`src/rtl/riscv_trace_buffer_if.sv`:
```
// Read-side port of the retirement trace buffer.
// Member names are given from the buffer's point of view.
interface riscv_trace_buffer_if #(
   parameter int unsigned DW   = 32,
   parameter int unsigned REGW = 5
);
   logic            rd_valid_o;
   logic            rd_ready_i;
   logic [DW-1:0]   rd_pc_o;
   logic [DW-1:0]   rd_instr_o;
   logic [REGW-1:0] rd_rd_o;
   logic            rd_we_o;

   modport master (
      output rd_valid_o, rd_pc_o, rd_instr_o, rd_rd_o, rd_we_o,
      input  rd_ready_i
   );

   modport slave (
      input  rd_valid_o, rd_pc_o, rd_instr_o, rd_rd_o, rd_we_o,
      output rd_ready_i
   );
endinterface

```
`src/rtl/riscv_trace_buffer.sv`:
```
// Retirement-trace capture: circular buffer of retired instructions with arm,
// PC-match trigger and post-trigger window, then frozen and drained over valid/ready.
module riscv_trace_buffer #(
   parameter int unsigned DW         = 32,
   parameter int unsigned REGW       = 5,
   parameter int unsigned DEPTH      = 16,
   parameter int unsigned PTRW       = $clog2(DEPTH),
   parameter int unsigned POST_TRIG  = 8,
   parameter bit          RECORD_ALL = 1'b1
) (
   input  logic               clk_i,
   input  logic               rst_i,
   input  logic               valid_i,
   input  logic [DW-1:0]      pc_i,
   input  logic [DW-1:0]      instr_i,
   input  logic [REGW-1:0]    rd_i,
   input  logic               reg_write_i,
   input  logic               arm_i,
   input  logic               abort_i,
   input  logic               trig_en_i,
   input  logic [DW-1:0]      trig_pc_i,
   riscv_trace_buffer_if.master rd_if,
   output logic [PTRW:0]      count_o,
   output logic [1:0]         state_o,
   output logic               overflow_o
);

   localparam int unsigned CW = PTRW + 1;
   localparam int unsigned EW = 2*DW + REGW + 1;

   localparam logic [1:0] S_IDLE    = 2'd0;
   localparam logic [1:0] S_ARMED   = 2'd1;
   localparam logic [1:0] S_CAPTURE = 2'd2;
   localparam logic [1:0] S_DONE    = 2'd3;

   logic [1:0]      state_q, state_d;
   logic [PTRW-1:0] wr_q, wr_d, rd_q, rd_d;
   logic [PTRW-1:0] post_q, post_d;
   logic [CW-1:0]   cnt_q, cnt_d;
   logic            ovf_q, ovf_d;
   logic            mem_we, clear, pop, rec_ev, trig, rd_valid;
   logic [EW-1:0]   mem [DEPTH];
   logic [EW-1:0]   rd_entry;

   assign rec_ev   = valid_i && (RECORD_ALL || reg_write_i);
   assign trig     = !trig_en_i || (pc_i == trig_pc_i);
   assign rd_valid = (state_q == S_DONE) && (cnt_q != '0);

   // Next-state, pointer and counter logic
   always_comb begin
      state_d = state_q;
      wr_d    = wr_q;
      rd_d    = rd_q;
      cnt_d   = cnt_q;
      ovf_d   = ovf_q;
      post_d  = post_q;
      mem_we  = 1'b0;
      clear   = 1'b0;
      pop     = 1'b0;

      case (state_q)
         S_IDLE: begin
            if (arm_i) begin
               clear   = 1'b1;
               state_d = S_ARMED;
            end
         end
         S_ARMED: begin
            if (abort_i) begin
               state_d = S_DONE;
            end else if (rec_ev) begin
               mem_we = 1'b1;
               if (trig) begin
                  post_d  = PTRW'(POST_TRIG);
                  state_d = (POST_TRIG == 0) ? S_DONE : S_CAPTURE;
               end
            end
         end
         S_CAPTURE: begin
            if (abort_i) begin
               state_d = S_DONE;
            end else if (rec_ev) begin
               mem_we = 1'b1;
               post_d = post_q - PTRW'(1);
               if (post_q == PTRW'(1)) state_d = S_DONE;
            end
         end
         default: begin
            // abort in DONE only re-freezes, so it masks a concurrent arm
            if (arm_i && !abort_i) begin
               clear   = 1'b1;
               state_d = S_ARMED;
            end else if (rd_valid && rd_if.rd_ready_i) begin
               pop = 1'b1;
            end
         end
      endcase

      if (clear) begin
         wr_d   = '0;
         rd_d   = '0;
         cnt_d  = '0;
         ovf_d  = 1'b0;
         post_d = '0;
      end
      if (mem_we) begin
         wr_d = wr_q + PTRW'(1);
         if (cnt_q == CW'(DEPTH)) begin
            rd_d  = rd_q + PTRW'(1);
            ovf_d = 1'b1;
         end else begin
            cnt_d = cnt_q + CW'(1);
         end
      end
      if (pop) begin
         rd_d  = rd_q + PTRW'(1);
         cnt_d = cnt_q - CW'(1);
      end
   end

   always_ff @(posedge clk_i or posedge rst_i) begin
      if (rst_i) begin
         state_q <= S_IDLE;
         wr_q    <= '0;
         rd_q    <= '0;
         cnt_q   <= '0;
         ovf_q   <= 1'b0;
         post_q  <= '0;
      end else begin
         state_q <= state_d;
         wr_q    <= wr_d;
         rd_q    <= rd_d;
         cnt_q   <= cnt_d;
         ovf_q   <= ovf_d;
         post_q  <= post_d;
      end
   end

   // Trace storage, intentionally not reset
   always_ff @(posedge clk_i) begin
      if (mem_we) mem[wr_q] <= {pc_i, instr_i, rd_i, reg_write_i};
   end

   assign rd_entry = mem[rd_q];

   always_comb begin
      rd_if.rd_valid_o = rd_valid;
      rd_if.rd_pc_o    = '0;
      rd_if.rd_instr_o = '0;
      rd_if.rd_rd_o    = '0;
      rd_if.rd_we_o    = 1'b0;
      if (rd_valid) begin
         rd_if.rd_pc_o    = rd_entry[EW-1 -: DW];
         rd_if.rd_instr_o = rd_entry[EW-DW-1 -: DW];
         rd_if.rd_rd_o    = rd_entry[REGW:1];
         rd_if.rd_we_o    = rd_entry[0];
      end
   end

   assign count_o    = cnt_q;
   assign state_o    = state_q;
   assign overflow_o = ovf_q;

endmodule
```
`src/flat_wrapper.sv`:
```
// flat-port wrapper written by rule: the top's interface ports become plain ports
module riscv_trace_buffer_flat 
#(
   parameter int unsigned DW         = 32,
   parameter int unsigned REGW       = 5,
   parameter int unsigned DEPTH      = 16,
   parameter int unsigned PTRW       = $clog2(DEPTH),
   parameter int unsigned POST_TRIG  = 8,
   parameter bit          RECORD_ALL = 1'b1
)
  (clk_i, rst_i, valid_i, pc_i, instr_i, rd_i, reg_write_i, arm_i, abort_i, trig_en_i, trig_pc_i, count_o, state_o, overflow_o, rd_if_rd_valid_o, rd_if_rd_pc_o, rd_if_rd_instr_o, rd_if_rd_rd_o, rd_if_rd_we_o, rd_if_rd_ready_i);
  riscv_trace_buffer_if #(.DW(DW), .REGW(REGW)) rd_if_i ();
  input  logic clk_i;
  input  logic rst_i;
  input  logic valid_i;
  input  logic [DW-1:0] pc_i;
  input  logic [DW-1:0] instr_i;
  input  logic [REGW-1:0] rd_i;
  input  logic reg_write_i;
  input  logic arm_i;
  input  logic abort_i;
  input  logic trig_en_i;
  input  logic [DW-1:0] trig_pc_i;
  output logic [PTRW:0] count_o;
  output logic [1:0] state_o;
  output logic overflow_o;
  output wire logic [$bits(rd_if_i.rd_valid_o)-1:0] rd_if_rd_valid_o;
  output wire logic [$bits(rd_if_i.rd_pc_o)-1:0] rd_if_rd_pc_o;
  output wire logic [$bits(rd_if_i.rd_instr_o)-1:0] rd_if_rd_instr_o;
  output wire logic [$bits(rd_if_i.rd_rd_o)-1:0] rd_if_rd_rd_o;
  output wire logic [$bits(rd_if_i.rd_we_o)-1:0] rd_if_rd_we_o;
  input wire logic [$bits(rd_if_i.rd_ready_i)-1:0] rd_if_rd_ready_i;
  assign rd_if_rd_valid_o = rd_if_i.rd_valid_o;
  assign rd_if_rd_pc_o = rd_if_i.rd_pc_o;
  assign rd_if_rd_instr_o = rd_if_i.rd_instr_o;
  assign rd_if_rd_rd_o = rd_if_i.rd_rd_o;
  assign rd_if_rd_we_o = rd_if_i.rd_we_o;
  assign rd_if_i.rd_ready_i = rd_if_rd_ready_i;
  riscv_trace_buffer #(.DW(DW), .REGW(REGW), .DEPTH(DEPTH), .PTRW(PTRW), .POST_TRIG(POST_TRIG), .RECORD_ALL(RECORD_ALL)) u_core (.clk_i(clk_i), .rst_i(rst_i), .valid_i(valid_i), .pc_i(pc_i), .instr_i(instr_i), .rd_i(rd_i), .reg_write_i(reg_write_i), .arm_i(arm_i), .abort_i(abort_i), .trig_en_i(trig_en_i), .trig_pc_i(trig_pc_i), .rd_if(rd_if_i), .count_o(count_o), .state_o(state_o), .overflow_o(overflow_o));
endmodule
```
`config.mk`:
```
export PLATFORM = sky130hd
export DESIGN_NAME = riscv_trace_buffer_flat
export DESIGN_NICKNAME = d
export VERILOG_FILES = /design/src/rtl/riscv_trace_buffer_if.sv /design/src/rtl/riscv_trace_buffer.sv /design/src/flat_wrapper.sv
export SDC_FILE = /design/constraint.sdc
export NUM_CORES = 1
export LEC_CHECK = 0
export ABC_AREA = 1
export CAP_MARGIN = 40
export CORE_UTILIZATION = 28
export CTS_CLUSTER_DIAMETER = 30
export DETAILED_ROUTE_END_ITERATION = 8
export GPL_ROUTABILITY_DRIVEN = 0
export PLACE_DENSITY_LB_ADDON = 0.3
export SETUP_SLACK_MARGIN = 0.3
export SLEW_MARGIN = 0
export SYNTH_ARGS = -nofsm -noshare
export SYNTH_HDL_FRONTEND = slang
export SYNTH_SLANG_ARGS = --single-unit
```
`constraint.sdc`:
```
create_clock -name clk_i -period 6.3 [get_ports clk_i]
set_input_delay 1.575 -clock clk_i [delete_from_list [all_inputs] [get_ports clk_i]]
set_output_delay 1.575 -clock clk_i [all_outputs]
set_load 0.03 [all_outputs]
```
# Word-level counts from Yosys, hierarchy flattened
# Memories as Yosys holds them, arrays and structs flattened.
# Cells that the tools add are included.
# totals
mem_bits_rw	1120
word_cells	87
reg_bits	20
n_memories	1
# memory_table
name	depth	width	rd	rd_ports_with_merged_regs	write_ports	line	rtl
u_core.mem	16	70	1	0	1	riscv_trace_buffer.sv:42	logic [EW-1:0] mem [DEPTH];
# op_classes
n_addsub	5
n_reduce_logical	15
eq_ne	16
muxes	44
# ops
cell	count
32-bit 2-to-1 mux	2
4-bit 2-to-1 mux	12
32-bit == test	1
5-bit 2-to-1 mux	5
3-bit by 2-bit != test with 1-bit output, second input constant	6
2-bit 2-to-1 mux	8
1-bit 2-to-1 mux	14
6-bit AND reduction	2
4-bit by 1-bit adder with 4-bit output, second input constant	2
4-bit one-hot mux with 2 select lines	1
3-bit != test, second input constant	2
2-bit one-hot mux with 3 select lines	1
5-bit by 1-bit adder with 5-bit output, second input constant	1
5-bit == test, second input constant	1
5-bit nonzero test	1
5-bit by 1-bit subtractor with 5-bit output, second input constant	1
2-bit == test, second input constant	2
4-bit by 1-bit == test with 1-bit output, second input constant	1
4-bit nonzero test	1
4-bit by 1-bit subtractor with 4-bit output, second input constant	1
1-bit logical AND	3
3-bit by 1-bit != test with 1-bit output, second input constant	1
3-bit nonzero test	1
3-bit OR reduction	1
other kinds (8)	9

# Depth between registers and ports, before layout
# logic_depth
word_depth	8
depth_mapped	13

# Worst setup path after synthesis
# OpenSTA, ideal clock, no wires.
# synth_path
path_type	input -> register
startpoint	in abort_i
endpoint	mem u_core.mem[11][0] (netlist name) (enable)
t_required_ns	5.801
path_stages	5
n_path_buf	0
arrival_ns	5.059
path_slack_ns	0.743
path_cell_list	inv_1 > nand3_1 > clkinv_1 > nand2_1 > nor2_1
# synth_between
elab_chain_cells	4
# synth_lines
element	line	rtl
start: declaration	flat_wrapper.sv:21	input logic abort_i;
1-bit 2-to-1 mux	riscv_trace_buffer.sv:80	if (abort_i) begin
1-bit 2-to-1 mux	n/a	
1-bit 2-to-1 mux	riscv_trace_buffer.sv:141	if (mem_we) mem[wr_q] <= {pc_i, instr_i, rd_i, reg_write_i};
1-bit 2-to-1 mux (not written as such)	riscv_trace_buffer.sv:141	
end: declaration	riscv_trace_buffer.sv:42	
# Every way passes these cells.

# Final worst setup path
# layout_path
startpoint	reg u_core.rd_q[1]
endpoint	out rd_if_rd_instr_o[19]
# layout_between
elab_chain_cells	2
# layout_lines
element	line	rtl
start: declaration	riscv_trace_buffer.sv:37	logic [PTRW-1:0] wr_q, wr_d, rd_q, rd_d;
start signal: assignment	riscv_trace_buffer.sv:132	rd_q <= rd_d;
memory read 16 x 70 bit	n/a	
32-bit 2-to-1 mux	riscv_trace_buffer.sv:152	if (rd_valid) begin
end: declaration	flat_wrapper.sv:29	output wire logic [$bits(rd_if_i.rd_instr_o)-1:0] rd_if_rd_instr_o;
# Every way passes these cells.

==> results.cfg <==
[timing]
finalCriticalPeriod_ns = 5.76
rsz0062_at_grt = false
hold_violations = 0
fmax_ghz = 0.174
maxSlewViolCount = 0
finalCritPeriodShare = 0.915
max_slew_margin = 0.279
worstMarginPinSlew_ns = 1.08
fin_skew_ns = 0.0288
tns_ns = 0
setup_viol = 0

[yosys]
synth_cell_type_count = 26
synth_area_leaders = edfxtp_1 (75%), o21ai_0 (6.3%), nor2_1 (5.0%)
ys_seq_area_frac = 0.758
synth_top_area_frac = 0.747
ys_ff_latch = 1140
syn-num-nets = 3395
synth_cells = 3271
synth_warnings = 0
syn_area_per_cell_sq_um = 13.8
synth_area_leader_cell = edfxtp_1
synth_area_sq_um = 45000

[floorplanning]
die_h_microns = 403
floorplan.core_area_sq_um = 159000
ios = 188
dieArea_sq_um = 162000
row_count = 146
start_util = 0.283
die_w_microns = 403

[worst_setup_path]
cp_slowest_stage_delay_ns = 0.79
critical_path_cell_count = 7
cp_num_buf_inv = 3
path_cells = clkinv_8 > buf_4 > o21ai_0 > o221ai_1 > nand3_1 > a21oi_1 > clkdlybuf4s50_1
slowest_stage = clkdlybuf4s50_1
crit_fanout = 100
worst_ep_arrival_time_ns = 4.19
rr_worst_depth = 7
cp_top_family = buffers and inverters
worstSetupStartpointType = flop
critPathKind = flop to output port
worst_setup_path_end_kind = output port
cp.required_ns = 4.72

[clock_network]
cts_hold_buf = 0
cts_max_level = 4
clk_pin_slew_ns = 0.05
numCtsBuffers = 218
post-cts-setup-buffers = 0
cts-resized-gates = 0
tritoncts = built
cts_buffer_depth = 3
cts-root-buf = clkbuf_16
clock_sinks = 1140
worstSkewPairLatency_ns = 0.81

[drt]
antenna_left = 0
route.detailed.drc = 0
routed_wl_mm = 132
viasPerCell = 4.98
wl_per_cell_microns = 22.9
firstDrtPassIters = 6
drt-initial-drc-count = 2557
vias = 28782

[global_route]
antenna_found_initial = 19
grt_util_all_layers = 0.159
grt_max_degree = 232
grt_pass1_vias = 28513
grt-ovfl-total = 0
grt_pass1_wl_mm = 191

[place]
placed_cell_area_sq_um = 49600
io_buffers = 187
dp_hpwl_mm = 66.0

[cells_and_area]
post-route-util = 0.362
final_common_cell = edfxtp_1
layout-drive-gt1-share = 0.127
nNetsFinal = 3639
syn_to_final_growth_pct = 27.8
num-fill-cells = 15100
most-common-layout-cells = edfxtp_1 (1120), nor2_1 (579), o21ai_0 (570), clkbuf_16 (221), o221ai_1 (201)
fin_area_sq_um = 57500

[status]
status = completed

[power]
peakVddDrop_v = 0.000286
powerDensity_nw_per_um2 = 442
leakagePower_nw = 18.5

[min_path]
hold_path_class = flop to flop
whs_path_depth = 2

[run]
maxCapViolCount = 0
cell usage after synthesis (all sizes together):
cell type / n
edfxtp: 1120
nor2: 595
o21ai: 578
o221ai: 201
clkbuf: 170
nand2: 96
o22ai: 82
o211ai: 81
a21oi: 77
nand3: 77
buf: 71
inv: 48
xnor2: 25
dfrtp: 20
ha: 15
xor2: 4
nand4: 3
nor3: 3
a31oi: 2
o31ai: 2
clkinv: 1
worst min-delay path: stages, from the launching register on:
cell and delay, ns:
dfrtp_1 0.34, nand2_1 0.05, nand2_1 0.05
final timing paths:
kind                                   startpoint              endpoint  slack [ns]
worst max-delay path               u_core.rd_q[1]  rd_if_rd_instr_o[19]        0.54
worst min-delay path            u_core.overflow_o     u_core.overflow_o        0.47
worst max register to register  u_core.state_o[0]    u_core.mem[11][62]        3.13
worst min register to register  u_core.overflow_o     u_core.overflow_o        0.47
max in group asynchronous                   rst_i        u_core.wr_q[1]        4.71
min in group asynchronous                   rst_i      u_core.post_q[0]        1.10
final cells by class:
cell class                 count  area (sq um)  share of cell area
clock buffer                 239          5600              0.0973
tap                         2072          2590              0.0451
timing repair buffer         265          2940              0.0512
antenna                        5          12.5            0.000218
clock inverter               173          2220              0.0387
sequential                  1140         34100               0.594
multi-input combinational   1841          9770               0.170
inverter                      49           209             0.00363
power breakdown:
part | total, W | switching [W] | leakage (nW) | internal (W)
sequential | 0.00867 | 0.0000987 | 10.3 | 0.00857
clock | 0.0121 | 0.00402 | 3.76 | 0.00811
combinational | 0.00460 | 0.00325 | 4.40 | 0.00135
sequential cells by signal, summed over array words and instances, names as in the netlist:
name,flops
u_core.mem,1120
u_core.state_o,2
u_core.count_o,5
u_core.wr_q,4
u_core.overflow_o,1
u_core.post_q,4
u_core.rd_q,4
per-layer routing:
layer | wire length [microns] | global-route usage | vias up | share of wire
met4 | 3240 | 0.0557 | 12 | 0.024
met5 | 71 | 0 | - | 0.00054
met1 | 57000 | 0.206 | 14540 | 0.43
met3 | 7160 | 0.0293 | 245 | 0.054
met2 | 64700 | 0.266 | 891 | 0.49
li1 | - | - | 13094 | -
stage by stage:
step	total power [W]	std cells	hold WS [ns]	setup slack, ns
2_1_floorplan	0.0117	3271	0.491	0.743
3_3_place_gp	0.0134	5359	0.456	1.04
3_5_place_dp	0.0134	5366	0.459	1.23
4_1_cts	0.0256	5778	0.472	0.380
5_1_grt	0.0264	5783	0.513	0.365
6_report	0.0254	5784	0.468	0.538
logic make-up after synthesis:
family,after synthesis,share of synthesized area
AOI/OAI and AO/OA,1023,0.137
xor gates and xnor gates,29,0.00564
adders and majority gates,15,0.00417
buffers and inverters,290,0.0273
DFF,1140,0.758
and+or+nand+nor,774,0.0669
No activity file was read; power rests on OpenSTA's default activity.
